<file path="src/rtl/mips_multicycle_ctrl.sv">
// Multicycle MIPS control unit: Moore sequencer for a shared-memory, single-ALU datapath.
// Handles memory wait states, traps illegal opcodes and counts retired instructions.
module mips_multicycle_ctrl #(
  parameter int unsigned CNT_WIDTH = 32
) (
  input  logic                 clk,
  input  logic                 reset,
  input  logic [5:0]           op,
  input  logic [5:0]           funct,
  input  logic                 zero,
  input  logic                 memready,
  output logic                 iord,
  output logic                 memwrite,
  output logic                 irwrite,
  output logic                 regdst,
  output logic                 memtoreg,
  output logic                 regwrite,
  output logic                 alusrca,
  output logic [1:0]           alusrcb,
  output logic [1:0]           pcsrc,
  output logic [2:0]           alucontrol,
  output logic                 pcen,
  output logic                 illegal,
  output logic [3:0]           state,
  output logic [CNT_WIDTH-1:0] instret
);

  localparam logic [3:0] S_FETCH   = 4'd0;
  localparam logic [3:0] S_DECODE  = 4'd1;
  localparam logic [3:0] S_MEMADR  = 4'd2;
  localparam logic [3:0] S_MEMRD   = 4'd3;
  localparam logic [3:0] S_MEMWB   = 4'd4;
  localparam logic [3:0] S_MEMWR   = 4'd5;
  localparam logic [3:0] S_EXECUTE = 4'd6;
  localparam logic [3:0] S_ALUWB   = 4'd7;
  localparam logic [3:0] S_BRANCH  = 4'd8;
  localparam logic [3:0] S_ADDIEX  = 4'd9;
  localparam logic [3:0] S_ADDIWB  = 4'd10;
  localparam logic [3:0] S_JUMP    = 4'd11;
  localparam logic [3:0] S_ERROR   = 4'd15;

  localparam logic [5:0] OP_RTYPE = 6'b000000;
  localparam logic [5:0] OP_LW    = 6'b100011;
  localparam logic [5:0] OP_SW    = 6'b101011;
  localparam logic [5:0] OP_BEQ   = 6'b000100;
  localparam logic [5:0] OP_ADDI  = 6'b001000;
  localparam logic [5:0] OP_J     = 6'b000010;

  localparam logic [5:0] FN_ADD = 6'b100000;
  localparam logic [5:0] FN_SUB = 6'b100010;
  localparam logic [5:0] FN_AND = 6'b100100;
  localparam logic [5:0] FN_OR  = 6'b100101;
  localparam logic [5:0] FN_SLT = 6'b101010;

  logic [3:0]           state_q, state_d;
  logic [CNT_WIDTH-1:0] instret_q;
  logic [1:0]           aluop;
  logic                 retire;
  logic                 funct_ok;
  logic                 pcen_raw, irwrite_raw, memwrite_raw, regwrite_raw;

  always_comb begin
    funct_ok = (funct == FN_ADD) || (funct == FN_SUB) || (funct == FN_AND) ||
               (funct == FN_OR)  || (funct == FN_SLT);
  end

  always_comb begin
    state_d      = state_q;
    iord         = 1'b0;
    memwrite_raw = 1'b0;
    irwrite_raw  = 1'b0;
    regdst       = 1'b0;
    memtoreg     = 1'b0;
    regwrite_raw = 1'b0;
    alusrca      = 1'b0;
    alusrcb      = 2'b00;
    pcsrc        = 2'b00;
    aluop        = 2'b00;
    pcen_raw     = 1'b0;
    retire       = 1'b0;
    case (state_q)
      S_FETCH: begin
        alusrcb     = 2'b01;
        irwrite_raw = memready;
        pcen_raw    = memready;
        if (memready) state_d = S_DECODE;
      end
      S_DECODE: begin
        alusrcb = 2'b11;
        case (op)
          OP_LW, OP_SW: state_d = S_MEMADR;
          OP_RTYPE:     state_d = funct_ok ? S_EXECUTE : S_ERROR;
          OP_BEQ:       state_d = S_BRANCH;
          OP_ADDI:      state_d = S_ADDIEX;
          OP_J:         state_d = S_JUMP;
          default:      state_d = S_ERROR;
        endcase
      end
      S_MEMADR: begin
        alusrca = 1'b1;
        alusrcb = 2'b10;
        state_d = (op == OP_LW) ? S_MEMRD : S_MEMWR;
      end
      S_MEMRD: begin
        iord = 1'b1;
        if (memready) state_d = S_MEMWB;
      end
      S_MEMWB: begin
        memtoreg     = 1'b1;
        regwrite_raw = 1'b1;
        retire       = 1'b1;
        state_d      = S_FETCH;
      end
      S_MEMWR: begin
        iord         = 1'b1;
        memwrite_raw = 1'b1;
        if (memready) begin
          retire  = 1'b1;
          state_d = S_FETCH;
        end
      end
      S_EXECUTE: begin
        alusrca = 1'b1;
        aluop   = 2'b10;
        state_d = S_ALUWB;
      end
      S_ALUWB: begin
        regdst       = 1'b1;
        regwrite_raw = 1'b1;
        retire       = 1'b1;
        state_d      = S_FETCH;
      end
      S_BRANCH: begin
        alusrca  = 1'b1;
        aluop    = 2'b01;
        pcsrc    = 2'b01;
        pcen_raw = zero;
        retire   = 1'b1;
        state_d  = S_FETCH;
      end
      S_ADDIEX: begin
        alusrca = 1'b1;
        alusrcb = 2'b10;
        state_d = S_ADDIWB;
      end
      S_ADDIWB: begin
        regwrite_raw = 1'b1;
        retire       = 1'b1;
        state_d      = S_FETCH;
      end
      S_JUMP: begin
        pcsrc    = 2'b10;
        pcen_raw = 1'b1;
        retire   = 1'b1;
        state_d  = S_FETCH;
      end
      S_ERROR: state_d = S_ERROR;
      default: state_d = S_ERROR;
    endcase
  end

  always_comb begin
    case (aluop)
      2'b01: alucontrol = 3'b110;
      2'b10: begin
        case (funct)
          FN_SUB:  alucontrol = 3'b110;
          FN_AND:  alucontrol = 3'b000;
          FN_OR:   alucontrol = 3'b001;
          FN_SLT:  alucontrol = 3'b111;
          default: alucontrol = 3'b010;
        endcase
      end
      default: alucontrol = 3'b010;
    endcase
  end

  // Write enables are masked by reset so an abandoned access drops immediately, not at the next edge.
  always_comb begin
    pcen     = pcen_raw & reset;
    irwrite  = irwrite_raw & reset;
    memwrite = memwrite_raw & reset;
    regwrite = regwrite_raw & reset;
    illegal  = (state_q == S_ERROR);
    state    = state_q;
    instret  = instret_q;
  end

  always_ff @(posedge clk or negedge reset) begin
    if (!reset) begin
      state_q   <= S_FETCH;
      instret_q <= '0;
    end else begin
      state_q <= state_d;
      if (retire) instret_q <= instret_q + CNT_WIDTH'(1);
    end
  end

endmodule

</file>
<file path="config.mk">
export PLATFORM = sky130hd
export DESIGN_NAME = mips_multicycle_ctrl
export DESIGN_NICKNAME = d
export VERILOG_FILES = /design/src/rtl/mips_multicycle_ctrl.sv
export SDC_FILE = /design/constraint.sdc
export NUM_CORES = 1
export LEC_CHECK = 0
export CAP_MARGIN = 20
export CORE_ASPECT_RATIO = 1.25
export CORE_MARGIN = 3
export CORE_UTILIZATION = 33
export CTS_CLUSTER_SIZE = 40
export DETAILED_ROUTE_END_ITERATION = 6
export GPL_TIMING_DRIVEN = 0
export SETUP_SLACK_MARGIN = 0.5
export SYNTH_ARGS = -nofsm -noshare
export SYNTH_HDL_FRONTEND = slang
export SYNTH_SLANG_ARGS = --single-unit
</file>
<file path="constraint.sdc">
create_clock -name clk -period 5.07 [get_ports clk]
set_input_delay 0.7605 -clock clk [delete_from_list [all_inputs] [get_ports clk]]
set_output_delay 0.7605 -clock clk [all_outputs]
set_load 0.01 [all_outputs]
</file>
==> results of run 1 <==
-- power groups by stage --
| stage | sequential [mW] | clock [mW] | combinational [mW] |
|---|---|---|---|
| after global routing | 0.396 | 0.294 | 0.703 |
| after CTS | 0.389 | 0.283 | 0.640 |
| after global placement | 0.392 | 0 | 0.640 |
| after detailed placement | 0.394 | 0 | 0.634 |
| after floorplan | 0.401 | 0 | 0.361 |
| final | 0.388 | 0.274 | 0.636 |
-- flip-flops by register name, indices dropped and copies added, names as in the netlist --
register and flops:
state 4, instret 32
-- final timing paths --
path                                  to  depth (start not counted)         from  slack, ns
hold / removal               instret[31]                          1  instret[31]       0.47
max in group asynchronous    instret[26]                          1        reset       3.96
setup / recovery           alucontrol[0]                          7     state[2]       1.57
min in group asynchronous    instret[21]                          1        reset       0.58
setup reg to reg              instret[9]                          6     state[2]       2.93
hold reg to reg              instret[31]                          1  instret[31]       0.47
-- metrics by stage --
| step | power (mW) | instance area, µm² |
|---|---|---|
| after floorplan | 0.763 | 2140 |
| after global placement | 1.03 | 2910 |
| after detailed placement | 1.03 | 2900 |
| after CTS | 1.31 | 3030 |
| after global routing | 1.39 | 3030 |
| final | 1.30 | 3030 |
-- final cells by class --
class                   instances  area [µm²]  area share
repair buffers                 66         656       0.217
plain buffers                   8        31.3      0.0103
well taps                      85         106      0.0351
inverters                       5        18.8     0.00620
clock buffers                   7        96.3      0.0318
flip-flops and latches         36         901       0.298
clock inverters                 1        30.0     0.00992
multi-input cells             177        1190       0.393
-- cell usage in the layout (no fill, tap or decap), types with 2 or more instances in the layout --
master / count
clkdlybuf4s50_1: 65
dfrtp_1: 36
xnor2_1: 25
nand2_1: 18
nor2_1: 14
nand3_1: 14
and3_1: 13
nand4_1: 11
nor3_1: 9
xor2_1: 8
clkbuf_8: 7
clkbuf_1: 6
o21ai_0: 6
nor2b_1: 5
inv_1: 5
a21oi_1: 5
nor3b_1: 4
and4_1: 4
nand2b_1: 3
nor4_1: 3
ha_1: 3
or3_1: 2
buf_2: 2
mux2_2: 2
o2111ai_1: 2
o211ai_1: 2
nor3_4: 2
-- logic make-up after synthesis --
family / after synthesis / synth area share
buffers and inverters: 13 / 0.0234
AOI/OAI and AO/OA: 31 / 0.102
adders and majority gates: 3 / 0.0175
xor gates and xnor gates: 33 / 0.135
DFF: 36 / 0.421
muxes: 3 / 0.0152
and+or+nand+nor: 107 / 0.285
-- critical path, stage by stage (launching register included) --
cell and delay, ns:
dfrtp_1 0.38, clkbuf_1 0.25, inv_1 0.26, nand2_1 0.14, or3_1 0.35, ha_1 0.33
nor3_1 0.19, clkdlybuf4s50_1 0.56
-- per-layer routing --
metal / GRT usage / up-vias
li1: - / 968
met1: 0.169 / 928
met2: 0.253 / 67
met3: 0.0431 / 10
met4: 0.0641 / 0
met5: 0 / -
==> metrics.cfg, run 1 <==
[pwr]
switching_share = 0.388
power_frac_clock = 0.211
combPwrFrac = 0.490
p_sw_uw = 504
seq_power_share = 0.299
ir_drop_uv = 274
power_density_mw_per_mm2 = 429
p_int_uw = 794
p_leak_nw = 1.22

[finish]
instances_no_fill = 385
area_growth_pct = 41.5
antennaDiodeCount = 0
drive_above_1_share = 0.0600
fillers = 623
fin_util = 0.485
fin_nets = 318

[drt]
drc_errors = 0
wirelength_um = 5270
wl_met2_um = 2570
antenna_left = 0
drtIter0Drc = 60
dr.pass1.iters = 4
wl_per_cell_um = 13.7
via_count = 1973
top_layer_used = met4
vias_per_cell = 5.12
drt-met1-wl_um = 2250
wl_met3_um = 333

[cts]
cts-buffers-inserted = 5
post_cts_resized = 0
postCtsSetupRepairBufs = 0
clock_latency_ns = 0.28
cts_hold_buf = 0
cts_max_path_buffers = 2
htreeDepth = 2
clk_pin_slew_ns = 0.07
root_buffer = clkbuf_8
cts.sinks = 36
cts_tree = done

[timing]
rsz0062_at_grt = false
layout_setup_ws_ns = 1.57
maxSlewHeadroom = 0.435
hold_viol = 0
maxSlewViolCount = 0
finalSetupTns_ns = 0
fmax_ghz = 0.286
fin_skew_ns = 0.00376
holdWs_ns = 0.475
finalSetupViolCount = 0
layout_min_cycle_time_ns = 3.50
worst_pin_slew_ns = 0.848
fin_crit_sh = 0.691

[floorplan]
dieHeight_um = 96.0
die_area_mm2 = 0.00749
core_mm2 = 0.00625
fp-row-count = 32
initial_core_util = 0.343
die_x_um = 78.0
io_pins = 68

[worst_setup_path]
critPathKind = reg2out
cp.required_ns = 4.31
start_kind = flop
cp.arrival_ns = 2.74
crit_path_end_kind = output port
critPathMaxFanout = 10

[logic_synthesis]
postSynthCellCount = 226
synth_top_area_frac = 0.421
synth.area.top_cells = dfrtp_1, xnor2_1, and3_1, nand3_1, xor2_1
yosysSeqAreaShare = 0.421
yosys_warnings = 0
synth_area_per_cell_um2 = 9.47
ys_ff_latch = 36
async_reset_ff_frac = 1.00
yosysTopAreaCell = dfrtp_1
synth-main-ff-cell = dfrtp_1
yosysMostFrequentCell = dfrtp_1
netlist_area_mm2 = 0.00214
synth_edf_count = 0
synth_nets = 245
synthTopCellsByCount = dfrtp_1, xnor2_1, nand2_1
ys_types = 48

[flow_run]
cap_violations = 0

[placed_design]
dp.cells = 377
hpwlAfterDp_um = 3980
gp_congestion = 0.794
port_buffers = 66
dpl_worst_slack_ns = 1.89

[global_route]
grt_pass1_wl_um = 8830
grt.total_usage = 0.147
antenna_found_initial = 0
gr-total-overflow = 0
grt_max_degree = 41
grt_pass1_vias = 1952

[run_status]
outcome = finished, final reports clean

[worst_hold_path]
hold_path.class = reg2reg

Note: power is estimated with default switching activity, not from simulation.
==> run 2, diff against run 1 <==
clock period = 2.9 ns   (was 5.07 ns; I/O delays follow)
==> run 2 against run 1 <==
Clock skew about the same. Register-to-register slack got worse by 2.1 ns. Sequential power grew 74%.
==> metrics.cfg, run 2 (synthesized netlist as in run 1, its figures left out) <==
[cts]
cts_tree = done  ; unchanged
clock_latency_ns = 0.28  ; about the same
cts_max_path_buffers = 2  ; unchanged
cts-buffers-inserted = 5  ; unchanged
clk_pin_slew_ns = 0.07  ; about the same
htreeDepth = 2  ; unchanged
cts.sinks = 36  ; unchanged
root_buffer = clkbuf_8  ; unchanged

[finish]
drive_above_1_share = 0.163  ; was 0.0600
largest_register_ffs = 32  ; unchanged
antennaDiodeCount = 0  ; unchanged
fin_nets = 330  ; was 318
area_growth_pct = 49.4  ; was 41.5%
instances_no_fill = 397  ; was 385
fillers = 609  ; was 623
layout_common_cells = clkdlybuf4s50_1, dfrtp_1, xnor2_1  ; unchanged
final_common_cell = clkdlybuf4s50_1  ; unchanged

[worst_setup_path]
cp.arrival_ns = 1.93  ; was 2.74 ns
cp.required_ns = 2.47  ; was 4.31 ns
critPathKind = reg2out  ; unchanged
start_kind = flop  ; unchanged
reg2reg_to = instret[9]  ; unchanged
crit_path_end_kind = output port  ; unchanged
ff2ff_setup_slack_ns = 0.79  ; was 2.93 ns
r2r-start = state[2]  ; unchanged
rr_worst_depth = 7  ; was 6
critPathMaxFanout = 10  ; unchanged

[drt]
drtIter0Drc = 73  ; was 60
dr.pass1.iters = 4  ; unchanged
wl_per_cell_um = 13.9  ; was 13.7 µm
vias_per_cell = 5.14  ; was 5.12
wirelength_um = 5540  ; was 5270 µm
via_count = 2041  ; was 1,973
antenna_left = 0  ; unchanged
drc_errors = 0  ; unchanged

[pwr]
combPwrFrac = 0.543  ; was 0.490
switching_share = 0.379  ; was 0.388
p_int_mw = 1.57  ; was 794 µW
power_frac_clock = 0.190  ; was 0.211
power_density_mw_per_mm2 = 792  ; was 429 mW/mm²
finalPower_mw = 2.53  ; was 1.30 mW
ir_drop_uv = 462  ; was 274 µV
p_leak_nw = 1.34  ; was 1.22 nW
p_sw_uw = 961  ; was 504 µW
seq_power_share = 0.267  ; was 0.299

[floorplan]
dieHeight_um = 96.0  ; unchanged
initial_core_util = 0.343  ; unchanged
io_pins = 68  ; unchanged
die_area_mm2 = 0.00749  ; unchanged
fp-row-count = 32  ; unchanged
die_x_um = 78.0  ; unchanged
core_mm2 = 0.00625  ; unchanged

[timing]
holdWs_ns = 0.117  ; was 0.475 ns
maxSlewViolCount = 0  ; unchanged
fmax_ghz = 0.423
maxSlewHeadroom = 0.521  ; was 0.435
finalSetupTns_ns = 0  ; unchanged
fin_skew_ns = 0.00420  ; was 0.00376 ns
rsz0062_at_grt = true  ; was false
finalSetupViolCount = 0  ; unchanged
layout_min_cycle_time_ns = 2.37
worst_pin_slew_ns = 0.712  ; was 0.848 ns
fin_crit_sh = 0.816
layout_setup_ws_ns = 0.534  ; was 1.57 ns
hold_viol = 0  ; unchanged

[placed_design]
dpl_worst_slack_ns = 0.0440  ; was 1.89 ns
port_buffers = 66  ; unchanged
hpwlAfterDp_um = 3980  ; unchanged
gp_congestion = 0.794  ; unchanged
dp.cells = 377  ; unchanged

[global_route]
antenna_found_initial = 0  ; unchanged
grt.total_usage = 0.151  ; was 0.147
gr-total-overflow = 0  ; unchanged
grt_pass1_vias = 2002  ; was 1,952
grt_pass1_wl_um = 9040  ; was 8830 µm
grt_max_degree = 41  ; unchanged

[worst_hold_path]
hold_path.class = in2async  ; was reg2reg

[flow_run]
cap_violations = 0  ; unchanged

[run_status]
outcome = finished, final reports clean  ; unchanged

[run 2: timing repair]
item                                    in CTS  in global routing
hold buffers                                 0                  0
gates cloned                                 0                  0
pin swaps                                    1                  1
gates resized for setup                     42                  8
setup buffers                                5                  7
endpoints found under the setup margin      16                  6
[run 2: worst max path at each step]
stage,from,end,slack (ns),depth (start not counted)
final,state[0],alucontrol[1],0.53,5
after global routing,state[3],pcen,0.46,7
after CTS,state[1],alucontrol[0],0.41,6
after detailed placement,state[2],alucontrol[0],0.04,7
after global placement,reset,irwrite,-0.69,4
after floorplan,state[2],alucontrol[0],0.61,6
[run 2: through the flow]
step / instance area [µm²] / util
floorplan: 2140 / -
global placement: 2910 / 0.465
detailed placement: 2900 / 0.465
CTS: 3130 / 0.501
global route: 3200 / 0.512
finish: 3200 / 0.512
[run 2: area by class of cell]
type | count | area, µm² | area share
buffer | 8 | 78.8 | 0.0247
clock buffer | 7 | 96.3 | 0.0301
clock inverter | 1 | 30.0 | 0.00940
inverter | 5 | 26.3 | 0.00822
multi-input combinational | 177 | 1230 | 0.384
sequential | 36 | 903 | 0.283
tap | 85 | 106 | 0.0333
timing repair buffer | 78 | 728 | 0.228
[run 2: power groups by stage]
stage	combinational (mW)	clock [mW]	sequential, mW
floorplan	0.632	0	0.702
global placement	1.12	0	0.686
detailed placement	1.11	0	0.689
CTS	1.26	0.494	0.678
global route	1.50	0.513	0.690
finish	1.38	0.480	0.676
[run 2: worst max-delay path: stages, from the launching register on]
cell	delay, ns
dfrtp_2	0.45
clkbuf_4	0.19
or3_4	0.42
ha_4	0.23
a211o_1	0.23
buf_2	0.14
[run 2: per-layer routing]
layer	routed length, µm	up-vias	share of wire	track usage
li1	-	997	-	-
met1	2350	975	0.42	0.171
met2	2770	61	0.50	0.270
met3	318	8	0.057	0.0421
met4	94	0	0.017	0.0554
met5	0	-	0	0
